==> src/rtl/cim_bitserial_array.sv <==
`default_nettype none
// ============================================================================
// Module   : cim_bitserial_array
// Brief    : DEPTH x CH bit-plane array with row write/read, one-cycle clear
//            and an internal bit-serial add sequencer (optional subtract when
//            the SUB_MODE_EN macro is defined).
// Revision : 1.0 - initial release
// ============================================================================
module cim_bitserial_array #(
    parameter int CH    = 8,
    parameter int DEPTH = 16,
    parameter int AW    = $clog2(DEPTH),
    parameter int LW    = AW + 1
) (
    input  logic          clk,
    input  logic          rst,
    input  logic          clr,
    input  logic          wr_en,
    input  logic [AW-1:0] wr_row,
    input  logic [CH-1:0] wr_data,
    input  logic          rd_en,
    input  logic [AW-1:0] rd_row,
    output logic [CH-1:0] rd_data,
    input  logic          start,
    input  logic [AW-1:0] a_base,
    input  logic [AW-1:0] b_base,
    input  logic [AW-1:0] d_base,
    input  logic [LW-1:0] op_len,
    input  logic          op_sub,
    output logic          busy,
    output logic          done
);

    typedef enum logic [1:0] {
        S_IDLE  = 2'd0,
        S_ADD   = 2'd1,
        S_CARRY = 2'd2,
        S_DONE  = 2'd3
    } state_t;

    state_t        r_state;
    logic [CH-1:0] r_mem [DEPTH];
    logic [AW-1:0] r_a_ptr, r_b_ptr, r_d_ptr;
    logic [LW-1:0] r_remain;
    logic [CH-1:0] r_carry;

    logic          w_idle, w_clr, w_start, w_host_wr, w_host_rd;
    logic [CH-1:0] w_a_row, w_b_row, w_sum, w_cout, w_b_inv, w_carry_init;
    logic          w_we;
    logic [AW-1:0] w_waddr;
    logic [CH-1:0] w_wdata;

`ifdef SUB_MODE_EN
    logic r_sub;
    assign w_b_inv      = {CH{r_sub}};
    assign w_carry_init = {CH{op_sub}};
`else
    logic w_unused_op_sub;
    assign w_unused_op_sub = op_sub;
    assign w_b_inv         = '0;
    assign w_carry_init    = '0;
`endif

    // Row pointers step modulo DEPTH, which need not be a power of two.
    function automatic logic [AW-1:0] f_inc(input logic [AW-1:0] p);
        return (p == AW'(DEPTH - 1)) ? '0 : p + 1'b1;
    endfunction

    assign w_idle    = (r_state == S_IDLE);
    assign w_clr     = w_idle & clr;
    assign w_start   = w_idle & ~clr & start;
    assign w_host_wr = w_idle & ~clr & ~start & wr_en;
    assign w_host_rd = w_idle & ~clr & ~start & rd_en;

    assign w_a_row = r_mem[r_a_ptr];
    assign w_b_row = r_mem[r_b_ptr] ^ w_b_inv;
    assign w_sum   = w_a_row ^ w_b_row ^ r_carry;
    assign w_cout  = (w_a_row & w_b_row) | (w_a_row & r_carry) | (w_b_row & r_carry);

    always_comb begin
        w_we    = 1'b0;
        w_waddr = wr_row;
        w_wdata = wr_data;
        case (r_state)
            S_IDLE: w_we = w_host_wr;
            S_ADD: begin
                w_we    = 1'b1;
                w_waddr = r_d_ptr;
                w_wdata = w_sum;
            end
            S_CARRY: begin
                w_we    = 1'b1;
                w_waddr = r_d_ptr;
                w_wdata = r_carry;
            end
            default: w_we = 1'b0;
        endcase
    end

    // Reads take pre-edge contents, so a same-row read returns the old word.
    always_ff @(posedge clk) begin
        if (rst || w_clr) begin
            for (int i = 0; i < DEPTH; i++) r_mem[i] <= '0;
        end else if (w_we) begin
            r_mem[w_waddr] <= w_wdata;
        end
        if (rst) begin
            rd_data <= '0;
        end else if (w_host_rd) begin
            rd_data <= r_mem[rd_row];
        end
    end

    always_ff @(posedge clk) begin
        if (rst) begin
            r_state  <= S_IDLE;
            busy     <= 1'b0;
            done     <= 1'b0;
            r_carry  <= '0;
            r_a_ptr  <= '0;
            r_b_ptr  <= '0;
            r_d_ptr  <= '0;
            r_remain <= '0;
`ifdef SUB_MODE_EN
            r_sub    <= 1'b0;
`endif
        end else begin
            done <= 1'b0;
            case (r_state)
                S_IDLE: begin
                    if (w_start) begin
                        r_a_ptr  <= a_base;
                        r_b_ptr  <= b_base;
                        r_d_ptr  <= d_base;
                        r_remain <= op_len;
                        r_carry  <= w_carry_init;
`ifdef SUB_MODE_EN
                        r_sub    <= op_sub;
`endif
                        busy     <= 1'b1;
                        r_state  <= (op_len == '0) ? S_DONE : S_ADD;
                    end
                end
                S_ADD: begin
                    r_carry  <= w_cout;
                    r_a_ptr  <= f_inc(r_a_ptr);
                    r_b_ptr  <= f_inc(r_b_ptr);
                    r_d_ptr  <= f_inc(r_d_ptr);
                    r_remain <= r_remain - 1'b1;
                    if (r_remain == LW'(1)) r_state <= S_CARRY;
                end
                S_CARRY: r_state <= S_DONE;
                default: begin
                    r_state <= S_IDLE;
                    busy    <= 1'b0;
                    done    <= 1'b1;
                end
            endcase
        end
    end

endmodule
`default_nettype wire

==> config.mk <==
export PLATFORM = sky130hd
export DESIGN_NAME = cim_bitserial_array
export DESIGN_NICKNAME = d
export VERILOG_FILES = /design/src/rtl/cim_bitserial_array.sv
export SDC_FILE = /design/constraint.sdc
export NUM_CORES = 1
export LEC_CHECK = 0
export BUFFER_PORTS_ARGS = -buffer_cell sky130_fd_sc_hd__buf_2
export CAP_MARGIN = 20
export CORE_MARGIN = 2
export CORE_UTILIZATION = 64
export CTS_BUF_LIST = sky130_fd_sc_hd__clkbuf_8
export CTS_CLUSTER_DIAMETER = 150
export CTS_CLUSTER_SIZE = 14
export DETAILED_ROUTE_END_ITERATION = 7
export PLACE_DENSITY = 0.8
export SYNTH_ARGS = -nofsm -noshare
export SYNTH_HDL_FRONTEND = slang
export SYNTH_SLANG_ARGS = --single-unit
==> constraint.sdc <==
create_clock -name clk -period 4.3 [get_ports clk]
set_input_delay 0.215 -clock clk [delete_from_list [all_inputs] [get_ports clk]]
set_output_delay 0.215 -clock clk [all_outputs]
set_load 0.005 [all_outputs]
# --- Word level (Yosys, flattened, before mapping) ---
# Memories as Yosys holds them, arrays and structs flattened. A register that Yosys moved wholly into a read port is not among the register bits.
# Cells that the tools add are included.
op_classes:
  n_addsub: 4
  n_bitwise: 16
  reduce_logical: 10
  eq_ne: 8
  mux: 35
ops:
  columns: ["op", "n"]
  rows:
  - ["4-bit 2-to-1 mux", 12]
  - ["8-bit case mux with 2 select lines", 2]
  - ["8-bit bitwise AND", 3]
  - ["4-bit case mux with 2 select lines", 3]
  - ["8-bit 2-to-1 mux", 2]
  - ["8-bit bitwise OR", 2]
  - ["8-bit bitwise XOR", 2]
  - ["4-bit by 1-bit adder with 4-bit output, second input constant", 3]
  - ["4-bit == test, second input constant", 3]
  - ["5-bit case mux with 2 select lines", 1]
  - ["1-bit 2-to-1 mux", 8]
  - ["8-bit OR reduction", 1]
  - ["1-bit bitwise AND", 6]
  - ["2-bit 2-to-1 mux", 3]
  - ["2-bit case mux with 3 select lines", 1]
  - ["2-bit AND reduction", 3]
  - ["5-bit by 1-bit == test with 1-bit output, second input constant", 1]
  - ["5-bit logical NOT", 1]
  - ["5-bit 2-to-1 mux", 1]
  - ["5-bit by 1-bit subtractor with 5-bit output, second input constant", 1]
  - ["1-bit case mux with 2 select lines", 2]
  - ["1-bit NOT", 3]
  - ["3-bit OR reduction", 1]
  - ["2-bit by 1-bit == test with 1-bit output, second input constant", 1]
  - ["other kinds (7)", 7]
word_totals:
  wordCells: 82
  out_inout_bits: 10
  ramBits: 128
  n_memories: 1
  reg_bits: 29
memory_table:
  columns: ["memory", "words", "word_bits", "read_ports", "rd_clocked_by_memory_dff", "write_ports", "line", "rtl"]
  rows:
  - ["r_mem", 16, 8, 3, 3, 16, "42", "logic [CH-1:0] r_mem [DEPTH];"]

# --- Depth between registers and ports, before layout ---
depth:
  depth_word: 10
  mapped_depth: 10
  ltp_nobuf: 7

# --- Worst setup path before layout ---
# OpenSTA, ideal clock, no wires.
synth_timing:
  kind: "flip-flop to flip-flop"
  from: "reg with a tool-made name"
  to: "mem r_mem[0][0] (data pin)"
  stages_incl_launch_ff: 11
  setup_slack_ns: 0.861
  setup_ns: 0.265
  t_required_ns: 4.035
  t_arrival_ns: 3.174
  n_path_buf: 3
  path_cell_list: "dfxtp_1 > clkbuf_1 > buf_2 > mux4_2 > mux4_2 > fa_1 > a22oi_1 > nor2_1 > a21oi_1 > clkbuf_1 > nor2_1"
synth_rtl:
  columns: ["element", "line"]
  rows:
  - ["end: declaration", "42"]

==> implementation parameters <==
Parameter                              Value

Outcome
  Run status ... complete, no violations

Clock network
  Clock H-tree levels ... 4
  Insertion delay of the later-clocked pin in the worst-skew pair ... roughly 470 ps
  CTS tree ... built
  Number of post-CTS setup repair buffers ... 0
  Clock buffer count from CTS ... 17
  Bufs on Longest Clock Path ... 2
  # clock sinks ... 173
  Number of buffers inserted for hold repair after clock tree synthesis ... 0
  Clock Root Buffer ... sky130_fd_sc_hd__clkbuf_8
  Clock transition at the registers of the reported paths ... 90 ps
  Post-CTS Resized ... 0

GRT
  Grt total ovfl ... 0
  First-pass GRT wire length ... between 40 and 50 mm
  Pin count of the biggest net entering global routing ... 39
  Number of antenna violations at the first check in global routing ... 1
  Overall global routing resource usage ... 35.1%
  Number of global-route vias before repair ... 7098

Routing
  Detail Route Antenna Nets ... 0
  Iteration-0 DRC count of the detailed router ... about 1100
  Remaining design rule violation count ... 0
  Via total after detailed routing ... between 7000 and 8000
  Ratio of routed vias to standard cells ... around 7.3
  First-pass iteration count of the detailed router ... 8
  Per-cell routed wire length ... about 28 um
  Total Routed Length ... ~28 mm

Critical path
  Top fanout value on the critical path ... 22
  CP Data Required Time ... 4430 ps
  Slowest-stage cell, CP ... sky130_fd_sc_hd__a22oi_1
  Endpoint kind of the worst setup timing path ... register
  Critical Path, Cell by Cell ... inv_1 -> ha_1 -> inv_1 -> a22oi_1 -> nand2_1 -> nand2_1
  Worst setup SP type ... register
  Critical Path Max Stage Delay ... around 650 ps
  Startpoint-to-endpoint class of the critical path ... reg -> reg
  Arrival time at the worst endpoint ... roughly 3500 ps

Floorplanning
  Cell Rows ... 45
  DIE WIDTH ... roughly 130 um
  Core Region ... approximately 15000 um^2
  Number of top-level pins ... 50
  Chip height ... between 100 and 150 um
  Initial cell density of the core ... between 60% and 70%
  Die Footprint ... approximately 17000 um^2

Cells and area
  Most common library cell in the layout ignoring fill and taps ... sky130_fd_sc_hd__nor2_1
  Filler Cells Inserted ... 987
  Nets@finish ... 848
  Most frequent cells in the layout ... sky130_fd_sc_hd__nor2_1, sky130_fd_sc_hd__edfxtp_1, sky130_fd_sc_hd__mux4_2
  Finished Core Util ... 71.3%
  Area of all placed cells without fillers ... between 10000 and 15000 um^2
  Post-synthesis to final-layout area growth ... 8.87%
  Layout cell share with drive strength beyond 1 ... 30.1%

Logic synthesis
  Complex-gate fraction of the synthesized area ... roughly 7.3%
  Post-synth EDFFs ... about 130
  Post-synthesis mux area share ... roughly 28%
  XOR/XNOR share of the synthesized area ... 0%
  Yosys reg bits ... around 170
  Dominant synthesized flop cell ... sky130_fd_sc_hd__edfxtp_1
  Main combinational cell family by area after synthesis ... multiplexers
  Ys Warns ... 0
  Number of instances in the synthesized netlist ... approximately 750
  Number of distinct library cells after synthesis ... 52
  Post-synthesis instance area ... 9920 um^2
  Number of nets produced by synthesis ... between 800 and 900
  Average cell area after synthesis ... roughly 13 um^2
  Area share of fa/ha/maj cells after synthesis ... between 2 and 3%
  Simple-gate share of the synthesized area ... 11.4%
  Async set or reset register ratio after synthesis ... 0%
  Share of synthesized area occupied by flip-flops and latches ... 47.8%

STA
  Post-route clock skew ... 9.65 ps
  Final critical delay including setup and external delays ... 3330 ps
  Highest Clock Rate ... 300 MHz
  Setup repair after global routing missed its margin ... no
  Summed negative setup slack over all endpoints ... 0 ps
  Slew at the pin with the worst max-slew slack ... around 1100 ps
  Max-slew violation total from the final report ... 0
  Ratio of final minimum period to clock period ... 77.5%
  Setup violation total in the final timing report ... 0
  Max_slew headroom ... about a quarter
  Total count of hold-check failures in the final report ... 0

Placement
  Weighted congestion at the end of routability-driven global placement ... between 0.9 and 1
  Total placed instance area ... between 10000 and 15000 um^2
  Sum of net half-perimeters after detailed placement ... between 15 and 20 mm
  Port Buffer Count ... 48

Job
  Max_cap viols ... 0

Min path
  Hold Path Class ... in -> reg

Pwr
  Peak ir drop on the vdd network ... 0.000331 V
  Leakage component of the power ... 3.89 nW
  Ratio of total power to cell area ... roughly 580 nW/um^2
  Power Total ... about 0.0063 W
==> per-layer routing <==
layer,GRT usage [%],wire length [um],vias to the layer above
met5,0,0,-
met4,22.4,1980,0
met3,9.44,3360,134
met2,54.0,12900,587
met1,44.9,9790,3550
li1,-,-,3012
==> final cells by class <==
| type | instances | area, um^2 | area share, % |
|---|---|---|---|
| Timing Repair Buffer | 73 | 463 | 4.29 |
| Sequential cell | 173 | 4750 | 44.0 |
| Clock inverter | 14 | 176 | 1.63 |
| Antenna cell | 1 | 2.50 | 0.0232 |
| Inverter | 12 | 45.0 | 0.417 |
| Clock buffer | 18 | 248 | 2.29 |
| Multi-Input combinational cell | 514 | 4880 | 45.2 |
| Tap cell | 188 | 235 | 2.18 |
==> cells by family (layout without fill, tap and decap cells) <==
group / after synthesis / count (layout)
compound gates: 105 / 105
fa+ha+maj: 17 / 17
buf+inv: 67 / 117
flops: 173 / 173
mux: 140 / 140
other cells: 0 / 1
simple gates: 252 / 252
==> path summary, 6_finish.rpt <==
check                  start           end  slack (ps)  depth (start not counted)
setup / recovery  r_state[0]  r_mem[12][0]         970                          6
hold / removal     d_base[2]    r_d_ptr[2]          50                          3
setup reg to reg  r_state[0]  r_mem[12][0]         970                          6
hold reg to reg   rd_data[5]    rd_data[5]         500                          1
==> worst max-delay path, delay by kind of cell, from the launching register on <==
| family | cells | cell delay, ps |
|---|---|---|
| compound gates | 1 | 650 |
| fa+ha+maj | 1 | 570 |
| buf+inv | 2 | 520 |
| flops | 1 | 400 |
| simple gates | 2 | 850 |
==> through the flow <==
stage               instances  hold WS [ps]  setup WS [ps]
CTS                       989          39.6           1040
global placement          956           455           1120
finish                    993          51.5            967
floorplan                 754           379            861
global route              992          53.4            861
detailed placement        957           477           1050
==> registers in the layout, summed over array words and instances, names as in the netlist, named ones only <==
signal,cells
done,1
r_carry,8
r_mem,128
r_state,2
r_d_ptr,4
r_remain,5
busy,1
rd_data,8
r_b_ptr,4
r_a_ptr,4
==> power breakdown <==
part           switching, W  total, W  internal (W)
combinational       0.00147   0.00255       0.00108
clock              0.000637   0.00124      0.000603
sequential         0.000313   0.00247       0.00216
==> cell usage after synthesis (8+ instances only) <==
master	number	area (um^2)
sky130_fd_sc_hd__o21ai_0	13	65.1
sky130_fd_sc_hd__mux2_2	18	203
sky130_fd_sc_hd__ha_1	9	113
sky130_fd_sc_hd__clkbuf_1	34	128
sky130_fd_sc_hd__edfxtp_1	128	3840
sky130_fd_sc_hd__a22oi_1	21	158
sky130_fd_sc_hd__mux2i_1	18	180
sky130_fd_sc_hd__o22ai_1	10	62.6
sky130_fd_sc_hd__nor2b_1	8	50.1
sky130_fd_sc_hd__nand2_1	35	131
sky130_fd_sc_hd__a21oi_1	19	95.1
sky130_fd_sc_hd__dfxtp_1	45	901
sky130_fd_sc_hd__buf_2	14	70.1
sky130_fd_sc_hd__fa_1	8	160
sky130_fd_sc_hd__nor2_1	162	608
sky130_fd_sc_hd__inv_1	12	45.0
sky130_fd_sc_hd__a31oi_1	8	50.1
sky130_fd_sc_hd__nand2_2	8	50.1
sky130_fd_sc_hd__nor3_1	8	40.0
sky130_fd_sc_hd__a211oi_1	10	75.1
sky130_fd_sc_hd__mux4_2	97	2180
Power figures use the tool's default switching activity.
